--- src/rtl/pgm_pkg.sv ---
// Shared definitions for the PGM packet store: widths, FAST flag codes, replay FSM encoding.
package pgm_pkg;

    localparam int unsigned AW       = 7;    // RAM address width (128 words)
    localparam int unsigned RW       = 144;  // RAM word width
    localparam int unsigned DW       = 134;  // FAST data width
    localparam int unsigned CW       = 32;   // packet counter width
    localparam int unsigned GW       = 16;   // gap counter width
    localparam int unsigned RD_LAT   = 1;    // RAM read latency
    // FINISH dwell: read latency plus the output register stage
    localparam int unsigned FIN_WAIT = RD_LAT + 1;

    localparam logic [1:0] FLAG_HEAD = 2'b01;
    localparam logic [1:0] FLAG_BODY = 2'b11;
    localparam logic [1:0] FLAG_TAIL = 2'b10;

    typedef enum logic [2:0] {
        ST_IDLE     = 3'd0,
        ST_WAIT_ALF = 3'd1,
        ST_READ     = 3'd2,
        ST_GAP      = 3'd3,
        ST_FINISH   = 3'd4
    } state_e;

    // FAST flag for a word from its index within the packet
    function automatic logic [1:0] word_flag(input logic [AW-1:0] idx,
                                             input logic [AW-1:0] last_idx);
        logic [1:0] flag;
        flag = FLAG_BODY;
        if (idx == '0) begin
            flag = FLAG_HEAD;
        end else if (idx == last_idx) begin
            flag = FLAG_TAIL;
        end
        return flag;
    endfunction

endpackage

--- src/rtl/pgm_pkt_replay.sv ---
// Replays one stored packet from the PGM RAM toward GOE in FAST format,
// a programmable number of times with an inter-packet gap.
// The WAIT_ALF decision cycle counts as one of the inter-packet idle cycles,
// so the idle time between packets is max(gap,1) when in_alf is low.
module pgm_pkt_replay
    import pgm_pkg::*;
(
    input  logic          clk,
    input  logic          rst_n,
    input  logic          start,
    input  logic          stop,
    input  logic [6:0]    pkt_len,
    input  logic [31:0]   send_cnt,
    input  logic [15:0]   gap,
    output logic          ram_rd,
    output logic [6:0]    ram_raddr,
    input  logic [143:0]  ram_rdata,
    input  logic          in_alf,
    output logic [133:0]  out_data,
    output logic          out_data_wr,
    output logic          out_valid_wr,
    output logic          out_valid,
    output logic          busy,
    output logic          done,
    output logic          len_err,
    output logic [31:0]   sent_pkts
);

    state_e         state_q, state_d;
    logic [AW-1:0]  len_q, len_d;
    logic [CW-1:0]  cnt_q, cnt_d;
    logic [GW-1:0]  gap_q, gap_d;
    logic [GW-1:0]  gap_cnt_q, gap_cnt_d;
    logic [1:0]     fin_cnt_q, fin_cnt_d;
    logic [CW-1:0]  issued_q, issued_d;
    logic           stop_q, stop_d;
    logic           rd_q, rd_d;
    logic [AW-1:0]  raddr_q, raddr_d;
    logic           busy_q, busy_d;
    logic           done_q, done_d;
    logic           len_err_q, len_err_d;

    logic           p1_vld_q, p1_vld_d;
    logic [1:0]     p1_flag_q, p1_flag_d;
    logic [DW-1:0]  od_q, od_d;
    logic           owr_q, owr_d;
    logic           ovwr_q, ovwr_d;
    logic [CW-1:0]  sent_q, sent_d;

    logic           accept_c;
    logic           last_word_c;
    logic           quota_met_c;
    logic [AW-1:0]  last_idx_c;
    logic           unused_rdata_hi;

    assign last_idx_c      = len_q - AW'(1);
    assign last_word_c     = (raddr_q == last_idx_c);
    assign quota_met_c     = (cnt_q != '0) && ((issued_q + CW'(1)) == cnt_q);
    // stored flag bits and spare RAM bits are replaced / dropped
    assign unused_rdata_hi = ^ram_rdata[RW-1:DW-2];

    // Session FSM: next state, read address generation, session bookkeeping
    always_comb begin
        state_d   = state_q;
        len_d     = len_q;
        cnt_d     = cnt_q;
        gap_d     = gap_q;
        gap_cnt_d = gap_cnt_q;
        fin_cnt_d = fin_cnt_q;
        issued_d  = issued_q;
        stop_d    = stop_q;
        rd_d      = 1'b0;
        raddr_d   = raddr_q;
        busy_d    = busy_q;
        done_d    = 1'b0;
        len_err_d = len_err_q;
        accept_c  = 1'b0;

        if (state_q != ST_IDLE && stop) begin
            stop_d = 1'b1;
        end

        case (state_q)
            ST_IDLE: begin
                if (start) begin
                    if (pkt_len >= AW'(2)) begin
                        accept_c  = 1'b1;
                        state_d   = ST_WAIT_ALF;
                        busy_d    = 1'b1;
                        len_d     = pkt_len;
                        cnt_d     = send_cnt;
                        gap_d     = gap;
                        issued_d  = '0;
                        stop_d    = stop;
                        len_err_d = 1'b0;
                    end else begin
                        len_err_d = 1'b1;
                    end
                end
            end
            ST_WAIT_ALF: begin
                // a stop recorded together with start still lets the first packet out
                if (stop || (stop_q && issued_q != '0)) begin
                    state_d   = ST_FINISH;
                    fin_cnt_d = '0;
                end else if (!in_alf) begin
                    state_d = ST_READ;
                    rd_d    = 1'b1;
                    raddr_d = '0;
                end
            end
            ST_READ: begin
                if (last_word_c) begin
                    issued_d = issued_q + CW'(1);
                    if (stop || stop_q || quota_met_c) begin
                        state_d   = ST_FINISH;
                        fin_cnt_d = '0;
                    end else if (gap_q > GW'(1)) begin
                        state_d   = ST_GAP;
                        gap_cnt_d = GW'(1);
                    end else begin
                        state_d = ST_WAIT_ALF;
                    end
                end else begin
                    rd_d    = 1'b1;
                    raddr_d = raddr_q + AW'(1);
                end
            end
            ST_GAP: begin
                if (gap_cnt_q == (gap_q - GW'(1))) begin
                    state_d = ST_WAIT_ALF;
                end else begin
                    gap_cnt_d = gap_cnt_q + GW'(1);
                end
            end
            ST_FINISH: begin
                if (fin_cnt_q == 2'(FIN_WAIT)) begin
                    state_d = ST_IDLE;
                    done_d  = 1'b1;
                    busy_d  = 1'b0;
                    stop_d  = 1'b0;
                end else begin
                    fin_cnt_d = fin_cnt_q + 2'd1;
                end
            end
            default: begin
                state_d = ST_IDLE;
                busy_d  = 1'b0;
            end
        endcase
    end

    // Output pipe: tag the read with its flag, merge with RAM data one cycle later
    always_comb begin
        p1_vld_d  = rd_q;
        p1_flag_d = word_flag(raddr_q, last_idx_c);
        od_d      = '0;
        owr_d     = p1_vld_q;
        ovwr_d    = 1'b0;
        sent_d    = sent_q;
        if (p1_vld_q) begin
            od_d   = {p1_flag_q, ram_rdata[DW-3:0]};
            ovwr_d = (p1_flag_q == FLAG_TAIL);
        end
        if (accept_c) begin
            sent_d = '0;
        end else if (p1_vld_q && p1_flag_q == FLAG_TAIL) begin
            sent_d = sent_q + CW'(1);
        end
    end

    // State and output registers
    always_ff @(posedge clk or negedge rst_n) begin
        if (!rst_n) begin
            state_q   <= ST_IDLE;
            len_q     <= '0;
            cnt_q     <= '0;
            gap_q     <= '0;
            gap_cnt_q <= '0;
            fin_cnt_q <= '0;
            issued_q  <= '0;
            stop_q    <= 1'b0;
            rd_q      <= 1'b0;
            raddr_q   <= '0;
            busy_q    <= 1'b0;
            done_q    <= 1'b0;
            len_err_q <= 1'b0;
            p1_vld_q  <= 1'b0;
            p1_flag_q <= '0;
            od_q      <= '0;
            owr_q     <= 1'b0;
            ovwr_q    <= 1'b0;
            sent_q    <= '0;
        end else begin
            state_q   <= state_d;
            len_q     <= len_d;
            cnt_q     <= cnt_d;
            gap_q     <= gap_d;
            gap_cnt_q <= gap_cnt_d;
            fin_cnt_q <= fin_cnt_d;
            issued_q  <= issued_d;
            stop_q    <= stop_d;
            rd_q      <= rd_d;
            raddr_q   <= raddr_d;
            busy_q    <= busy_d;
            done_q    <= done_d;
            len_err_q <= len_err_d;
            p1_vld_q  <= p1_vld_d;
            p1_flag_q <= p1_flag_d;
            od_q      <= od_d;
            owr_q     <= owr_d;
            ovwr_q    <= ovwr_d;
            sent_q    <= sent_d;
        end
    end

    assign ram_rd       = rd_q;
    assign ram_raddr    = raddr_q;
    assign out_data     = od_q;
    assign out_data_wr  = owr_q;
    assign out_valid_wr = ovwr_q;
    assign out_valid    = ovwr_q;
    assign busy         = busy_q;
    assign done         = done_q;
    assign len_err      = len_err_q;
    assign sent_pkts    = sent_q;

endmodule
--- config.mk ---
export PLATFORM = sky130hd
export DESIGN_NAME = pgm_pkt_replay
export DESIGN_NICKNAME = d
export VERILOG_FILES = /design/src/rtl/pgm_pkg.sv /design/src/rtl/pgm_pkt_replay.sv
export SDC_FILE = /design/constraint.sdc
export NUM_CORES = 1
export LEC_CHECK = 0
export ABC_AREA = 1
export BUFFER_PORTS_ARGS = -buffer_cell sky130_fd_sc_hd__buf_2
export CAP_MARGIN = 20
export CORE_MARGIN = 10
export CORE_UTILIZATION = 55
export DETAILED_ROUTE_END_ITERATION = 6
export HOLD_SLACK_MARGIN = 0.08
export PLACE_DENSITY = 0.93
export SLEW_MARGIN = 0
export SYNTH_ARGS = -nofsm -noshare
export SYNTH_HDL_FRONTEND = slang
export SYNTH_SLANG_ARGS = --single-unit
--- constraint.sdc ---
create_clock -name clk -period 3.75 [get_ports clk]
set_clock_uncertainty 0.1 [all_clocks]
set_input_delay 1.125 -clock clk [delete_from_list [all_inputs] [get_ports clk]]
set_output_delay 1.125 -clock clk [all_outputs]
set_load 0.05 [all_outputs]
==> metrics <==
run status=complete, no violations; CP dominant cell by count=sky130_fd_sc_hd__nand2_1; crit-path cells=ha_1 > nand3_1 > nor2_1 > nand3_1 > nand2_1 > nand3_1 > nand2_1 > nand2_1 > nor2_1 > nand3_1 > nor2_1 > nand3_2 > nand4_4 > nand2_4 > nand2_1 > nand2_1; cell taking the most area after synthesis=sky130_fd_sc_hd__dfrtp_1; CTS H-Tree Depth=1; port buffer count=371; aggregate routed wire length=43.51 mm; endpoints failing hold=0; total power after layout=11.97 mW; chip width=180.0 um; share of cells above drive strength 1=22.48%; via count of the first global-routing pass=13394; chip height=180.0 um; number of buffers between clock root and the deepest sink=3; worst skew pair latency=0.56 ns; Crit path required time=4.11 ns; leakage dissipation=10.12 nW; final worst path period share=85.12%; category of the worst setup path capture point=register; Worst-path clk slew=0.07 ns; Routed WL per cell=17.36 um; type of the worst min-delay path=reg2reg; Synth async-reset ratio=100.0%; total number of vias=13218; starting density of the core=55.88%; nature of the critical path startpoint=register; standard-cell row count=58; Netlist Area Pre-Place=14070 um2; antenna violation net count after detailed routing=0; worst slew slack as a fraction of its limit=51.21%; top cell types by occurrence after synthesis=sky130_fd_sc_hd__nand2_1 (570), sky130_fd_sc_hd__dfrtp_1 (291), sky130_fd_sc_hd__inv_1 (271); Pwr per Cell Area=689.9 nW/um2; setup TNS=0 ns; shortest period the worst path allows=3.192 ns; Worst Path Max Fanout=17; VDD IR max=0.7331 mV; highest attainable clock frequency=313.3 MHz; number of top-level pins=384; CTS hold repair buffers=0; setup repair after global routing missed its margin=false; gp weighted congestion=0.9874; TritonCTS clock tree=yes; number of different library cells in the post-synthesis netlist=42; area inside the core boundary=25180 um2; area growth from synthesis to layout=23.33%; most used standard cell by instance count after synthesis=sky130_fd_sc_hd__nand2_1; cts bufs inserted=30; transition at the pin with the smallest max-transition slack=0.7318 ns; clock sink total=291; Syn Inst Count=1771; area enclosed by the die boundary=32380 um2; DRT iter0 DRCs=1211; number of warning messages in the yosys log=0; CTS root buf=sky130_fd_sc_hd__clkbuf_16; slowest cell on the critical path=sky130_fd_sc_hd__dfrtp_1; GRT Overall Usage=25.97%; number of synthesized flops with an enable pin=0; FILL cells=1906; CTS resizes=0; Final Slew Violations=0; DRT Pass-1 Iters=5; category of the most critical setup path=reg2reg; DR DRC count=0; pin count of the biggest net entering global routing=83; Synth top area share=51.75%; Largest delay share family, worst path=simple AND/OR/NAND/NOR gates; count of maximum capacitance violations=0; average via count per standard cell=5.272; part of the Yosys area used for sequential elements=51.75%; worst path arrival time=3.55 ns; worst path buffer plus inverter count=0; number of nets produced by synthesis=1985; Final Net Count=2361; number of antenna violations at the first check in global routing=6; setup violators final=0; Post-CTS Repair Setup Buffers=0; maximum cell stage delay along the critical path=0.50 ns; Avg Synthesized Cell Area=7.946 um2; Top FF cell, synth=sky130_fd_sc_hd__dfrtp_1; total global routing overflow=0; wire length of the first global-routing pass=69.51 mm; flop and latch count out of synthesis=291; synth top area cells=sky130_fd_sc_hd__dfrtp_1 (52%), sky130_fd_sc_hd__nand2_1 (15%), sky130_fd_sc_hd__inv_1 (7.2%); hpwl dp=32.98 mm
[registers in the layout (all words and copies together), names as in the netlist, 3 cells and up]
register,cells
ram_raddr,7
cnt_q,32
issued_q,32
gap_q,16
len_q,7
out_data,134
sent_pkts,32
gap_cnt_q,16
state_q,3
[where the power goes]
part           internal [mW]  total, mW  switching, mW
clock                   1.74       3.06           1.32
sequential              3.85       4.39          0.544
combinational           1.18       4.53           3.34
total                   6.77       12.0           5.21
[cells by family (layout without fill, tap and decap cells)]
| family | Yosys count | count (layout) | share of synthesized area (%) |
|---|---|---|---|
| xor+xnor | 59 | 59 | 3.770 |
| fa+ha+maj | 10 | 10 | 0.8891 |
| buf+inv | 318 | 718 | 8.705 |
| flops | 291 | 291 | 51.75 |
| compound gates | 130 | 130 | 5.006 |
| other cells | 0 | 6 | 0 |
| simple gates | 963 | 963 | 29.88 |
[placed cells by master (no fill, tap or decap), types with 2 or more instances in the layout]
cell / instances
sky130_fd_sc_hd__nand2_1: 570
sky130_fd_sc_hd__buf_2: 370
sky130_fd_sc_hd__dfrtp_1: 290
sky130_fd_sc_hd__inv_1: 270
sky130_fd_sc_hd__nor2_1: 142
sky130_fd_sc_hd__nand3_1: 113
sky130_fd_sc_hd__o21ai_0: 66
sky130_fd_sc_hd__xor2_1: 45
sky130_fd_sc_hd__nor3_1: 33
sky130_fd_sc_hd__nand4_1: 31
sky130_fd_sc_hd__a21oi_1: 31
sky130_fd_sc_hd__clkbuf_16: 31
sky130_fd_sc_hd__o22ai_1: 17
sky130_fd_sc_hd__nand3b_1: 16
sky130_fd_sc_hd__buf_4: 15
sky130_fd_sc_hd__xnor2_1: 13
sky130_fd_sc_hd__nor4_1: 11
sky130_fd_sc_hd__nor2_2: 11
sky130_fd_sc_hd__ha_1: 10
sky130_fd_sc_hd__nand2_2: 9
sky130_fd_sc_hd__o31ai_1: 9
sky130_fd_sc_hd__clkinvlp_4: 7
sky130_fd_sc_hd__diode_2: 6
sky130_fd_sc_hd__nor2_4: 6
sky130_fd_sc_hd__clkinv_2: 6
sky130_fd_sc_hd__inv_2: 4
sky130_fd_sc_hd__clkbuf_8: 4
sky130_fd_sc_hd__clkinv_4: 4
sky130_fd_sc_hd__nand2_4: 3
sky130_fd_sc_hd__o21ai_1: 3
sky130_fd_sc_hd__and2_1: 3
sky130_fd_sc_hd__nor3b_1: 3
sky130_fd_sc_hd__nor3_2: 3
sky130_fd_sc_hd__or2_2: 2
sky130_fd_sc_hd__nor2_8: 2
sky130_fd_sc_hd__bufinv_16: 2
sky130_fd_sc_hd__buf_12: 2
[worst paths after layout]
path,startpoint,end,slack [ns],depth (start not counted)
min in group asynchronous,rst_n,cnt_q[24],0.47,1
max,issued_q[0],gap_cnt_q[6],0.56,16
min reg2reg,ram_rd,owr_d,0.30,0
min,ram_rd,owr_d,0.30,0
max reg2reg,issued_q[0],gap_cnt_q[6],0.56,16
max in group asynchronous,rst_n,issued_q[13],2.26,2
[area by class of cell]
type	instances	area, um2	share of cell area (%)
Sequential cell	291	7286	41.98
Multi-Input combinational cell	1162	5573	32.11
Timing Repair Buffer	388	2019	11.64
Inverter	274	1028	5.926
Clock buffer	36	834.6	4.809
Tap cell	330	412.9	2.379
Clock inverter	20	186.4	1.074
Antenna cell	6	15.01	0.08651
[metal layers]
metal / vias up / global-route usage [%] / part of all wire, %
met5: - / 0 / 0.016
met4: 2 / 11.41 / 4.3
met3: 126 / 7.309 / 9.8
met2: 686 / 42.95 / 47
met1: 6134 / 31.08 / 39
li1: 6270 / - / -
[through the flow]
step / instances / utilization, % / hold slack, ns / worst slack (ns) / area [um2]
6_report: 2507 / 68.92 / 0.2967 / 0.5581 / 17360
5_1_grt: 2506 / 68.91 / 0.3027 / 0.3360 / 17350
2_1_floorplan: 1771 / - / 0.2548 / 1.171 / 14070
3_5_place_dp: 2445 / 64.81 / 0.2723 / 0.3708 / 16320
3_3_place_gp: 2445 / 64.81 / 0.2615 / 0.5065 / 16320
4_1_cts: 2501 / 68.86 / 0.2935 / 0.6659 / 17340
Power figures use the tool's default switching activity.
